### src/rtl/sched_pkg.sv
// Shared types and constants for area_perim_sched: FSM state encoding, operand-set
// layout and accumulator width (accumulators exist only with AREA_PERIM_ACC_EN).
package sched_pkg;

    localparam logic [1:0] ST_IDLE = 2'd0;
    localparam logic [1:0] ST_CALC = 2'd1;
    localparam logic [1:0] ST_RESP = 2'd2;

    typedef enum logic [1:0] {
        IDLE = ST_IDLE,
        CALC = ST_CALC,
        RESP = ST_RESP
    } state_e;

    typedef logic [15:0] ops_t;

    localparam int unsigned FIELD_W = 4;
    localparam int unsigned A_LSB   = 12;
    localparam int unsigned B_LSB   = 8;
    localparam int unsigned C_LSB   = 4;
    localparam int unsigned D_LSB   = 0;

    localparam int unsigned ACC_W = 8;
    typedef logic [ACC_W-1:0] acc_t;

    function automatic logic [FIELD_W-1:0] abs_diff(input logic [FIELD_W-1:0] x,
                                                     input logic [FIELD_W-1:0] y);
        return (x > y) ? (x - y) : (y - x);
    endfunction

endpackage

### src/rtl/area_perim_sched_ap.sv
// AreaPerim: combinational rectangle datapath; M = area mod 16, N = perimeter mod 16
// of the rectangle spanned by corners (A,B) and (C,D).
module AreaPerim
    import sched_pkg::*;
(
    input  ops_t       i_ops,
    output logic [3:0] M,
    output logic [3:0] N
);

    logic [FIELD_W-1:0] w_a, w_b, w_c, w_d;
    logic [FIELD_W-1:0] w_width, w_height, w_sum;

    assign w_a = i_ops[A_LSB +: FIELD_W];
    assign w_b = i_ops[B_LSB +: FIELD_W];
    assign w_c = i_ops[C_LSB +: FIELD_W];
    assign w_d = i_ops[D_LSB +: FIELD_W];

    assign w_width  = abs_diff(w_c, w_a);
    assign w_height = abs_diff(w_d, w_b);

    // 4-bit arithmetic gives the mod-16 wrap directly.
    assign M     = w_width * w_height;
    assign w_sum = w_width + w_height;
    assign N     = {w_sum[2:0], 1'b0};

endmodule

### src/rtl/area_perim_sched.sv
// Two-requester scheduler sharing one AreaPerim datapath (IDLE -> CALC -> RESP).
// Optional per-requester area accumulators with acc_clr: define AREA_PERIM_ACC_EN.
module area_perim_sched
    import sched_pkg::*;
#(
    parameter int unsigned FIXED_PRIO = 0
) (
    input  logic       clk,
    input  logic       rst,
    input  logic       r0_valid,
    input  ops_t       r0_ops,
    output logic       r0_ready,
    input  logic       r1_valid,
    input  ops_t       r1_ops,
    output logic       r1_ready,
    output logic       out_valid,
    input  logic       out_ready,
    output logic       out_tag,
    output logic [3:0] out_area,
    output logic [3:0] out_perim,
    output logic       busy
`ifdef AREA_PERIM_ACC_EN
    ,
    input  logic       acc_clr,
    output acc_t       acc0,
    output acc_t       acc1
`endif
);

    state_e     r_state;
    logic       r_last;
    ops_t       r_ops;
    logic       r_tag;
    logic [3:0] r_area;
    logic [3:0] r_perim;

    logic       w_idle;
    logic       w_pick1;
    logic       w_grant0;
    logic       w_grant1;
    logic [3:0] w_m;
    logic [3:0] w_n;

    // Readies are gated by rst so nothing is granted before the first edge after release.
    assign w_idle   = (r_state == IDLE) && !rst;
    assign w_pick1  = r1_valid && (!r0_valid || ((FIXED_PRIO == 0) && (r_last == 1'b0)));
    assign w_grant0 = w_idle && r0_valid && !w_pick1;
    assign w_grant1 = w_idle && w_pick1;

    assign r0_ready  = w_grant0;
    assign r1_ready  = w_grant1;
    assign out_valid = (r_state == RESP);
    assign busy      = (r_state != IDLE);
    assign out_tag   = r_tag;
    assign out_area  = r_area;
    assign out_perim = r_perim;

    AreaPerim u_ap (
        .i_ops (r_ops),
        .M     (w_m),
        .N     (w_n)
    );

    always_ff @(posedge clk or posedge rst) begin
        if (rst) begin
            r_state <= IDLE;
            r_last  <= 1'b1;
            r_ops   <= '0;
            r_tag   <= 1'b0;
            r_area  <= '0;
            r_perim <= '0;
        end else begin
            case (r_state)
                IDLE: begin
                    if (w_grant0 || w_grant1) begin
                        r_ops   <= w_pick1 ? r1_ops : r0_ops;
                        r_tag   <= w_pick1;
                        r_last  <= w_pick1;
                        r_state <= CALC;
                    end
                end
                CALC: begin
                    r_area  <= w_m;
                    r_perim <= w_n;
                    r_state <= RESP;
                end
                RESP: begin
                    if (out_ready) begin
                        r_state <= IDLE;
                    end
                end
                default: r_state <= IDLE;
            endcase
        end
    end

`ifdef AREA_PERIM_ACC_EN
    acc_t           r_acc0;
    acc_t           r_acc1;
    acc_t           w_sel;
    logic [ACC_W:0] w_sum;
    acc_t           w_sat;

    assign w_sel = r_tag ? r_acc1 : r_acc0;
    assign w_sum = {1'b0, w_sel} + (ACC_W + 1)'(r_area);
    assign w_sat = w_sum[ACC_W] ? '1 : w_sum[ACC_W-1:0];

    always_ff @(posedge clk or posedge rst) begin
        if (rst) begin
            r_acc0 <= '0;
            r_acc1 <= '0;
        end else if (acc_clr) begin
            r_acc0 <= '0;
            r_acc1 <= '0;
        end else if (out_valid && out_ready) begin
            if (r_tag) begin
                r_acc1 <= w_sat;
            end else begin
                r_acc0 <= w_sat;
            end
        end
    end

    assign acc0 = r_acc0;
    assign acc1 = r_acc1;
`endif

endmodule

### config.mk
export PLATFORM = sky130hd
export DESIGN_NAME = area_perim_sched
export DESIGN_NICKNAME = d
export VERILOG_FILES = /design/src/rtl/sched_pkg.sv /design/src/rtl/area_perim_sched_ap.sv /design/src/rtl/area_perim_sched.sv
export SDC_FILE = /design/constraint.sdc
export NUM_CORES = 1
export LEC_CHECK = 0
export CAP_MARGIN = 25
export CORE_UTILIZATION = 40
export CTS_CLUSTER_SIZE = 8
export DETAILED_ROUTE_END_ITERATION = 10
export PLACE_DENSITY = 0.76
export SYNTH_ARGS = -nofsm -noshare
export SYNTH_HDL_FRONTEND = slang
export SYNTH_SLANG_ARGS = --single-unit
### constraint.sdc
create_clock -name clk -period 10.25 [get_ports clk]
set_input_delay 2.05 -clock clk [delete_from_list [all_inputs] [get_ports clk]]
set_output_delay 2.05 -clock clk [all_outputs]
set_load 0.03 [all_outputs]
Word level (Yosys, flattened, before mapping) --
Index checks and enable logic that the tools add are counted.
Storage, ports and cells: register bits after elaboration 27, bits in latches 0, memory bits (writable) 0, bits in read-only memories 0, input bits 37, output and inout bits 13, logic and storage cells 39, memories kept 0
Operators by class: $add $sub $neg 5, multiply operators 1, div/mod/pow operators 0, $lt $le $gt $ge 2, equal/unequal tests 4, shift-type cells 0, mux-type cells 6, bitwise gates (word level) 1, reductions and logical operators 14
Operator list (count):
- $mux 16 | 1
- $sub 4x4->4 | 4
- $gt 4x4->1 | 2
- $mux 4 | 2
- $pmux 2 s3 | 1
- $logic_and 1x1->1 | 5
- $mul 4x4->4 | 1
- $mux 2 | 2
- $ne 2x1->1 const B | 2
- $reduce_and 2->1 | 2
- $add 3x3->3 | 1
- $logic_not 1->1 | 3
- $eq 2x1->1 const B | 1
- $eq 2x2->1 const B | 1
- $logic_not 2->1 | 1
- $logic_or 1x1->1 | 2
- $reduce_bool 2->1 | 1
- $not 1->1 | 1

Depth between registers and ports, before layout --
Gate-level depths: netlist of run 1.
word-level depth 8, depth in mapped cells 18, depth with buffers taken out 18

Hierarchy --
A second synthesis of run 1 with hierarchy kept.
Second synthesis, totals: cells, all modules 197, area total of the unflattened synthesis 2097.0 µm²
By module, submodules not included:
- area_perim_sched | instances 1, cells each 92, area an instance 1212.4 µm², sequential area each 701.9 µm²
- AreaPerim | instances 1, cells each 105, area an instance 884.6 µm², sequential area each 0.0 µm²

Least setup slack after synthesis of run 1 --
OpenSTA, ideal clock, no wires.
path type input to output, start point input r1_valid, end point output r0_ready, data arrival time 3.090 ns, required time 8.200 ns, slack 5.110 ns, stages on the path 4, buffers on the path 2, path through a21boi_0 -> buf_1 -> buf_2 -> nor2_1
Between the ends: word-level cells in the longest chain between the ends 3
RTL lines:
- start, declared | RTL line area_perim_sched.sv:13 | input logic r1_valid,
- $logic_and 1x1->1 | RTL line area_perim_sched.sv:46 | assign w_pick1 = r1_valid && (!r0_valid || ((FIXED_PRIO == 0) && (r_last == 1'b0)));
- $logic_not 1->1 | RTL line area_perim_sched.sv:47 | assign w_grant0 = w_idle && r0_valid && !w_pick1;
- $logic_and 1x1->1 | RTL line area_perim_sched.sv:47
- end, declared | RTL line area_perim_sched.sv:12 | output logic r0_ready,
No other way between the ends.

Worst setup path after layout of run 1 --
start point input r1_valid, end point output r1_ready
Between the ends: word-level cells in the longest chain between the ends 2
RTL lines:
- $logic_and 1x1->1 | RTL line area_perim_sched.sv:46
- $logic_and 1x1->1 | RTL line area_perim_sched.sv:48 | assign w_grant1 = w_idle && w_pick1;
- end, declared | RTL line area_perim_sched.sv:15 | output logic r1_ready,
No other way between the ends.

==> run metrics, run 1 <==
final setup margin=between 4 and 5 ns; post-synthesis register bit count=27; Worst-path clk slew=0.09 ns; Fin Hold WS=roughly 0.48 ns; clock insertion delay at the later pin of the skew report=between 0.2 and 0.3 ns; number of failing hold endpoints at the final stage=0; number of distinct library cells after synthesis=slightly above 40; routability cong.=about 0.81; final setup skew=0.001729 ns; area of the die=approximately 5300 um^2; H-Tree Level Count=1; fraction of layout cells with a size suffix above 1=6.513%; Worst Path Required=slightly above 8 ns; area share of the largest cell type after synthesis=roughly a third; standby leakage power=about 0.0012 uW; setup TNS=0 ns; normalized max-slew margin=between 30 and 40%; placement row count=25; postcts setup bufs=0; setup repair after global routing missed its margin=false; synthesized net count=approximately 280; largest voltage drop on the vdd net=around 0.00018 V; Clock Tree Buf Depth=2; Iteration-0 DRC Markers=27; setup violators final=0; routed vias=about 1600; worst hold-check path type=flop to flop; Period Utilization, post-route=roughly 60%; most frequent standard cell in the layout excluding fill and tap cells=sky130_fd_sc_hd__clkdlybuf4s50_1; ports placed on the boundary=50; Final HPWL DP=2.840 mm; starting density of the core=a little over two fifths; antenna cell count=0; Pwr Density=about 380 nW/um^2; floorplan die width=about 73 um; overflow left after global routing=0; router iterations before antenna repair=4; fin. max-slew vios=0; initial antenna violation count=0; setup slack at placement=4.247 ns; critical path capture point type=output pin; antenna-violating nets left=0; sink count of the clock tree=27; post-synthesis cell area=2021 um^2; core outline area=4786 um^2; crit path kind=input port to output pin; GRT Util Overall=between 10% and 20%; pin count of the biggest net entering global routing=34; root buffer selected by CTS=sky130_fd_sc_hd__clkbuf_8; TritonCTS clock tree=yes; post_cts resized=0; top cells by area, synth=sky130_fd_sc_hd__dfrtp_1 (32%), sky130_fd_sc_hd__ha_1 (12%), sky130_fd_sc_hd__mux2i_1 (9.4%), sky130_fd_sc_hd__a21oi_1 (5.4%), sky130_fd_sc_hd__fa_1 (5.0%); via count of the first global-routing pass=~1400; detailed-route vias per instance=roughly 4.8; count of flip-flops with a built-in enable after synthesis=0; Num CTS Buffers=3; final routed wire length divided by cell count=10.84 um; commonest cells after routing, fill and taps aside=sky130_fd_sc_hd__clkdlybuf4s50_1 (48), sky130_fd_sc_hd__dfrtp_1 (26), sky130_fd_sc_hd__nor2_1 (25), sky130_fd_sc_hd__inv_1 (23), sky130_fd_sc_hd__a21oi_1 (22); Peak Freq=approximately 170 MHz; Yosys Warn Count=0; final period demand of the worst path=about 6 ns; hold buffer count at CTS=0; largest area contributor in the synthesized netlist=sky130_fd_sc_hd__dfrtp_1; crit path DAT=between 3 and 4 ns; Primary FF master, synth=sky130_fd_sc_hd__dfrtp_1; Cell Count Post-Placement=approximately 320; non-filler cells in the finished layout=about 330; Final Net Count=roughly 320; type of origin of the critical path=input port; DRC violations left=0; core occupancy in the finished layout=54.90%; result of the run=completed; wire length of the first global-routing pass=between 5 and 6 mm; slew of the pin with the lowest slew margin=roughly 1 ns; die height=73.08 um; area grow syn2layout=30.03%; IO buf count=48; Post-Syn Instances=roughly 220; Post-Synthesis Mean Instance Area=9.399 um^2; post-detailed-routing wire length=about 3.6 mm; share of flip-flops with an asynchronous set or reset=between 90% and 100%; maximum net fanout on the critical path=16; sequential-to-total area share from yosys stat=approximately a third; number of max-cap violations=0
[area by class of cell]
type / count / area [um^2]
well taps: 67 / 83.83
fillers: 434 / 2158
repair buffers: 50 / 515.5
multi-input cells: 157 / 1219
clock inverters: 1 / 5.005
inverters: 23 / 86.33
clock buffers: 3 / 41.29
flip-flops and latches: 27 / 676.9
[metrics by stage]
stage,instance area (um^2),total power (uW)
final,2628,997.6
after global routing,2628,1107
after CTS,2600,1008
after detailed placement,2554,936.4
after global placement,2554,918.0
after floorplan,2021,783.6
[layer usage]
metal  vias to the layer above  share of wire (%)  global-route usage (%)
met5                         -                  0                       0
met4                         0               0.96                   3.922
met3                         4                3.6                   2.210
met2                        38                 46                   23.15
met1                       709                 49                   19.27
li1                        816                  -                       -
[worst paths after layout]
kind                            depth (start not counted)                       end  slack [ns]                     start
worst min-delay path                                    2  out_perim[3]$_DFFE_PP0N_        0.48  out_perim[3]$_DFFE_PP0N_
worst max-delay path                                    5                  r1_ready        4.25                  r1_valid
worst max register to register                         18   out_area[3]$_DFFE_PP0N_        5.95      r_ops[0]$_DFFE_PP0P_
worst min register to register                          2  out_perim[3]$_DFFE_PP0N_        0.48  out_perim[3]$_DFFE_PP0N_
max in group asynchronous                               3        r_last$_DFFE_PP1P_        7.67                       rst
min in group asynchronous                               2    r_state[1]$_DFFE_PP0P_        2.08                       rst
[critical path: stages]
cell and delay (ns):
sky130_fd_sc_hd__clkdlybuf4s50_1 0.50, sky130_fd_sc_hd__a21boi_2 0.23, sky130_fd_sc_hd__buf_4 0.30, sky130_fd_sc_hd__and2_1 0.19
sky130_fd_sc_hd__clkdlybuf4s50_1 0.67
[sequential cells by signal (all words and copies together), names as in the netlist]
name / count
r_ops: 16
out_area: 4
out_perim: 3
r_state: 2
out_tag: 1
r_last: 1
[kinds of logic after synthesis]
family / share of synthesized area (%)
AND/OR/NAND/NOR: 12.76
AO/OA/AOI/OAI: 13.19
buffers and inverters: 6.378
flip-flops: 33.50
adder cells (fa/ha/maj): 17.34
multiplexers: 11.64
XOR/XNOR: 5.015
other: 0.1856
[synthesized netlist by cell type, drive strengths merged, types with 2 or more instances]
cell type / count
inv: 23
nand2: 11
clkbuf: 3
or2: 3
and2b: 2
mux2i: 19
xor2: 4
a21oi: 22
a21o: 3
xnor2: 5
buf: 5
o21ai: 10
nor2b: 4
and4: 2
nor2: 25
dfrtp: 26
nand2b: 2
mux2: 4
ha: 20
nand4: 2
fa: 5
[report_power, final]
group | switching, uW | total [uW] | internal, uW
Sequential | 34.5 | 189 | 155
Clock | 32.6 | 59.9 | 27.2
Combinational | 371 | 748 | 377
Note: power is estimated with default switching activity, not from simulation.
==> run 2, diff against run 1 <==
==> constraint.sdc (replaced) <==
create_clock -name clk -period 5.9 [get_ports clk]
set_input_delay 1.18 -clock clk [delete_from_list [all_inputs] [get_ports clk]]
set_output_delay 1.18 -clock clk [all_outputs]
set_load 0.03 [all_outputs]
==> run 2 against run 1 <==
  * Largest power group unchanged
  * Clock skew grew 0.0037 ns
  * Cell count up 0.30%
  * Register-to-register slack worse by 4.3 ns
  * First-iteration DRC count rose by 70%
  * Combinational power is 78% higher
==> run metrics, run 2 (synthesized netlist as in run 1, its figures left out) <==
result of the run=completed; DRC violations left=0; fin. max-slew vios=0; crit path kind=flop to flop; multi-input logic area=approximately 1200 um^2; overflow left after global routing=0; max FFs per register=16; wire length of the first global-routing pass=around 6.3 mm; ports placed on the boundary=50; post_cts resized=0; most frequent standard cell in the layout excluding fill and tap cells=sky130_fd_sc_hd__clkdlybuf4s50_1; fill cell instance count of the final layout=~440; type of origin of the critical path=flop; core outline area=around 4800 um^2; standby leakage power=approximately 0.0013 uW; Peak Freq=about 230 MHz; via count of the first global-routing pass=1474; final routed wire length divided by cell count=11.66 um; routed vias=1597; IO buf count=48; Iteration-0 DRC Markers=between 40 and 50; commonest cells after routing, fill and taps aside=sky130_fd_sc_hd__clkdlybuf4s50_1 (48), sky130_fd_sc_hd__dfrtp_1 (26), sky130_fd_sc_hd__nor2_1 (25), sky130_fd_sc_hd__inv_1 (23), sky130_fd_sc_hd__a21oi_1 (22); setup TNS=0 ns; final setup skew=between 0.005 and 0.006 ns; Int Power=about 1000 uW; TritonCTS clock tree=yes; sink count of the clock tree=27; Num CTS Buffers=3; pin count of the biggest net entering global routing=34; largest voltage drop on the vdd net=roughly 0.0004 V; placement row count=25; Clock Tree Buf Depth=2; area of the die=roughly 5300 um^2; H-Tree Level Count=1; slowest cell delay on critical path=between 0.4 and 0.5 ns; Combinational Power Share=about 75%; initial antenna violation count=0; worst hold-check path type=flop to flop; starting density of the core=~42%; antenna-violating nets left=0; setup violators final=0; floorplan die width=73.08 um; antenna cell count=0; number of failing hold endpoints at the final stage=0; most repeated library cell on the critical path=sky130_fd_sc_hd__ha_1; part of the power in the clock network=between 6 and 7%; postcts setup bufs=0; total area of sequential cells=around 680 um^2; maximum net fanout on the critical path=4; Pwr Density=between 600 and 700 nW/um^2; Crit-path slowest cell=sky130_fd_sc_hd__dfrtp_1; Worst-path clk slew=0.10 ns; worst reg2reg setup slack=~1.6 ns; launch instance of the worst min-delay path=out_area[0]$_DFFE_PP0N_; Period Utilization, post-route=slightly above 70%; launch instance of the worst register-to-register path=r_ops[0]$_DFFE_PP0P_; crit path DAT=between 4 and 5 ns; area grow syn2layout=31.52%; crit path from=r_ops[0]$_DFFE_PP0P_; sw power=~800 uW; Fin Hold WS=around 0.49 ns; GRT Util Overall=about 15%; critical path capture point type=flop; clock insertion delay at the later pin of the skew report=0.28 ns; Final Net Count=325; Final HPWL DP=just under 3 mm; number of max-cap violations=0; final period demand of the worst path=approximately 4.3 ns; Cell Chain, Critical Path=inv_1, ha_1, inv_1, fa_1, a211o_1, and4_4, nor2_1, inv_1, ha_1, ha_1, ha_1, ha_1, xor2_1, xnor2_1, xnor2_1, xnor2_1, xnor3_1, mux2_2; post-detailed-routing wire length=around 3.8 mm; router iterations before antenna repair=4; routability cong.=0.8424; root buffer selected by CTS=sky130_fd_sc_hd__clkbuf_8; switching part of the total power=between 40 and 50%; setup repair after global routing missed its margin=false; register with the highest flop count=r_ops; fraction of layout cells with a size suffix above 1=a little under 7%; Worst Path Required=between 6 and 7 ns; Seq pwr share=between 10% and 20%; hold buffer count at CTS=0; die height=around 73 um; detailed-route vias per instance=roughly 4.9
-- run 2: cell count changes in the layout (fill, tap and decap cells not counted), sizes merged --
cell	previous run	this run
clkinvlp	0	1
buf	2	3
clkinv	1	0
-- run 2: worst max-delay path, delay by kind of cell, from the launching register on --
family | cells | cell delay, ns
AOI/OAI and AO/OA | 1 | 0.30
xor gates and xnor gates | 5 | 1.03
adders and majority gates | 6 | 1.57
buffers and inverters | 3 | 0.20
DFF | 1 | 0.41
muxes | 1 | 0.26
and+or+nand+nor | 2 | 0.42
-- run 2: through the flow --
step	cells	area [um^2]	power, uW	worst slack [ns]	utilization, %
2_1_floorplan	215	2021	1361	1.874	-
3_3_place_gp	323	2554	1595	1.751	53.36
3_5_place_dp	323	2554	1649	1.599	53.36
4_1_cts	327	2603	1762	1.586	54.38
5_1_grt	329	2658	1949	1.305	55.53
6_report	329	2658	1764	1.608	55.53
-- run 2: layer usage --
layer  GRT usage (%)  share of wire [%]  vias to the layer above  wire (um)
li1                -                  -                      817          -
met1           20.77                 48                      742       1834
met2           24.28                 48                       31       1836
met3           2.486                2.7                        7        105
met4           3.922                1.6                        0         60
met5               0                  0                        -          0
-- run 2: layout make-up --
class / count / share of cell area [%]
well taps: 67 / 3.154
clock inverters: 1 / 0.2825
repair buffers: 51 / 20.43
flip-flops and latches: 27 / 25.47
multi-input cells: 157 / 45.86
inverters: 23 / 3.249
clock buffers: 3 / 1.554
-- run 2: power by group through the flow --
stage | clock network (uW) | logic (uW) | registers (uW)
2_1_floorplan | 0 | 991 | 371
3_3_place_gp | 0 | 1270 | 330
3_5_place_dp | 0 | 1310 | 334
4_1_cts | 111 | 1320 | 331
5_1_grt | 121 | 1490 | 342
6_report | 109 | 1330 | 330
-- run 2: worst paths after layout --
kind / endpoint / depth (start not counted)
setup / recovery: out_area[3]$_DFFE_PP0N_ / 18
hold / removal: out_area[0]$_DFFE_PP0N_ / 2
setup reg to reg: out_area[3]$_DFFE_PP0N_ / 18
hold reg to reg: out_area[0]$_DFFE_PP0N_ / 2
max in group asynchronous: r_last$_DFFE_PP1P_ / 3
min in group asynchronous: r_state[1]$_DFFE_PP0P_ / 2
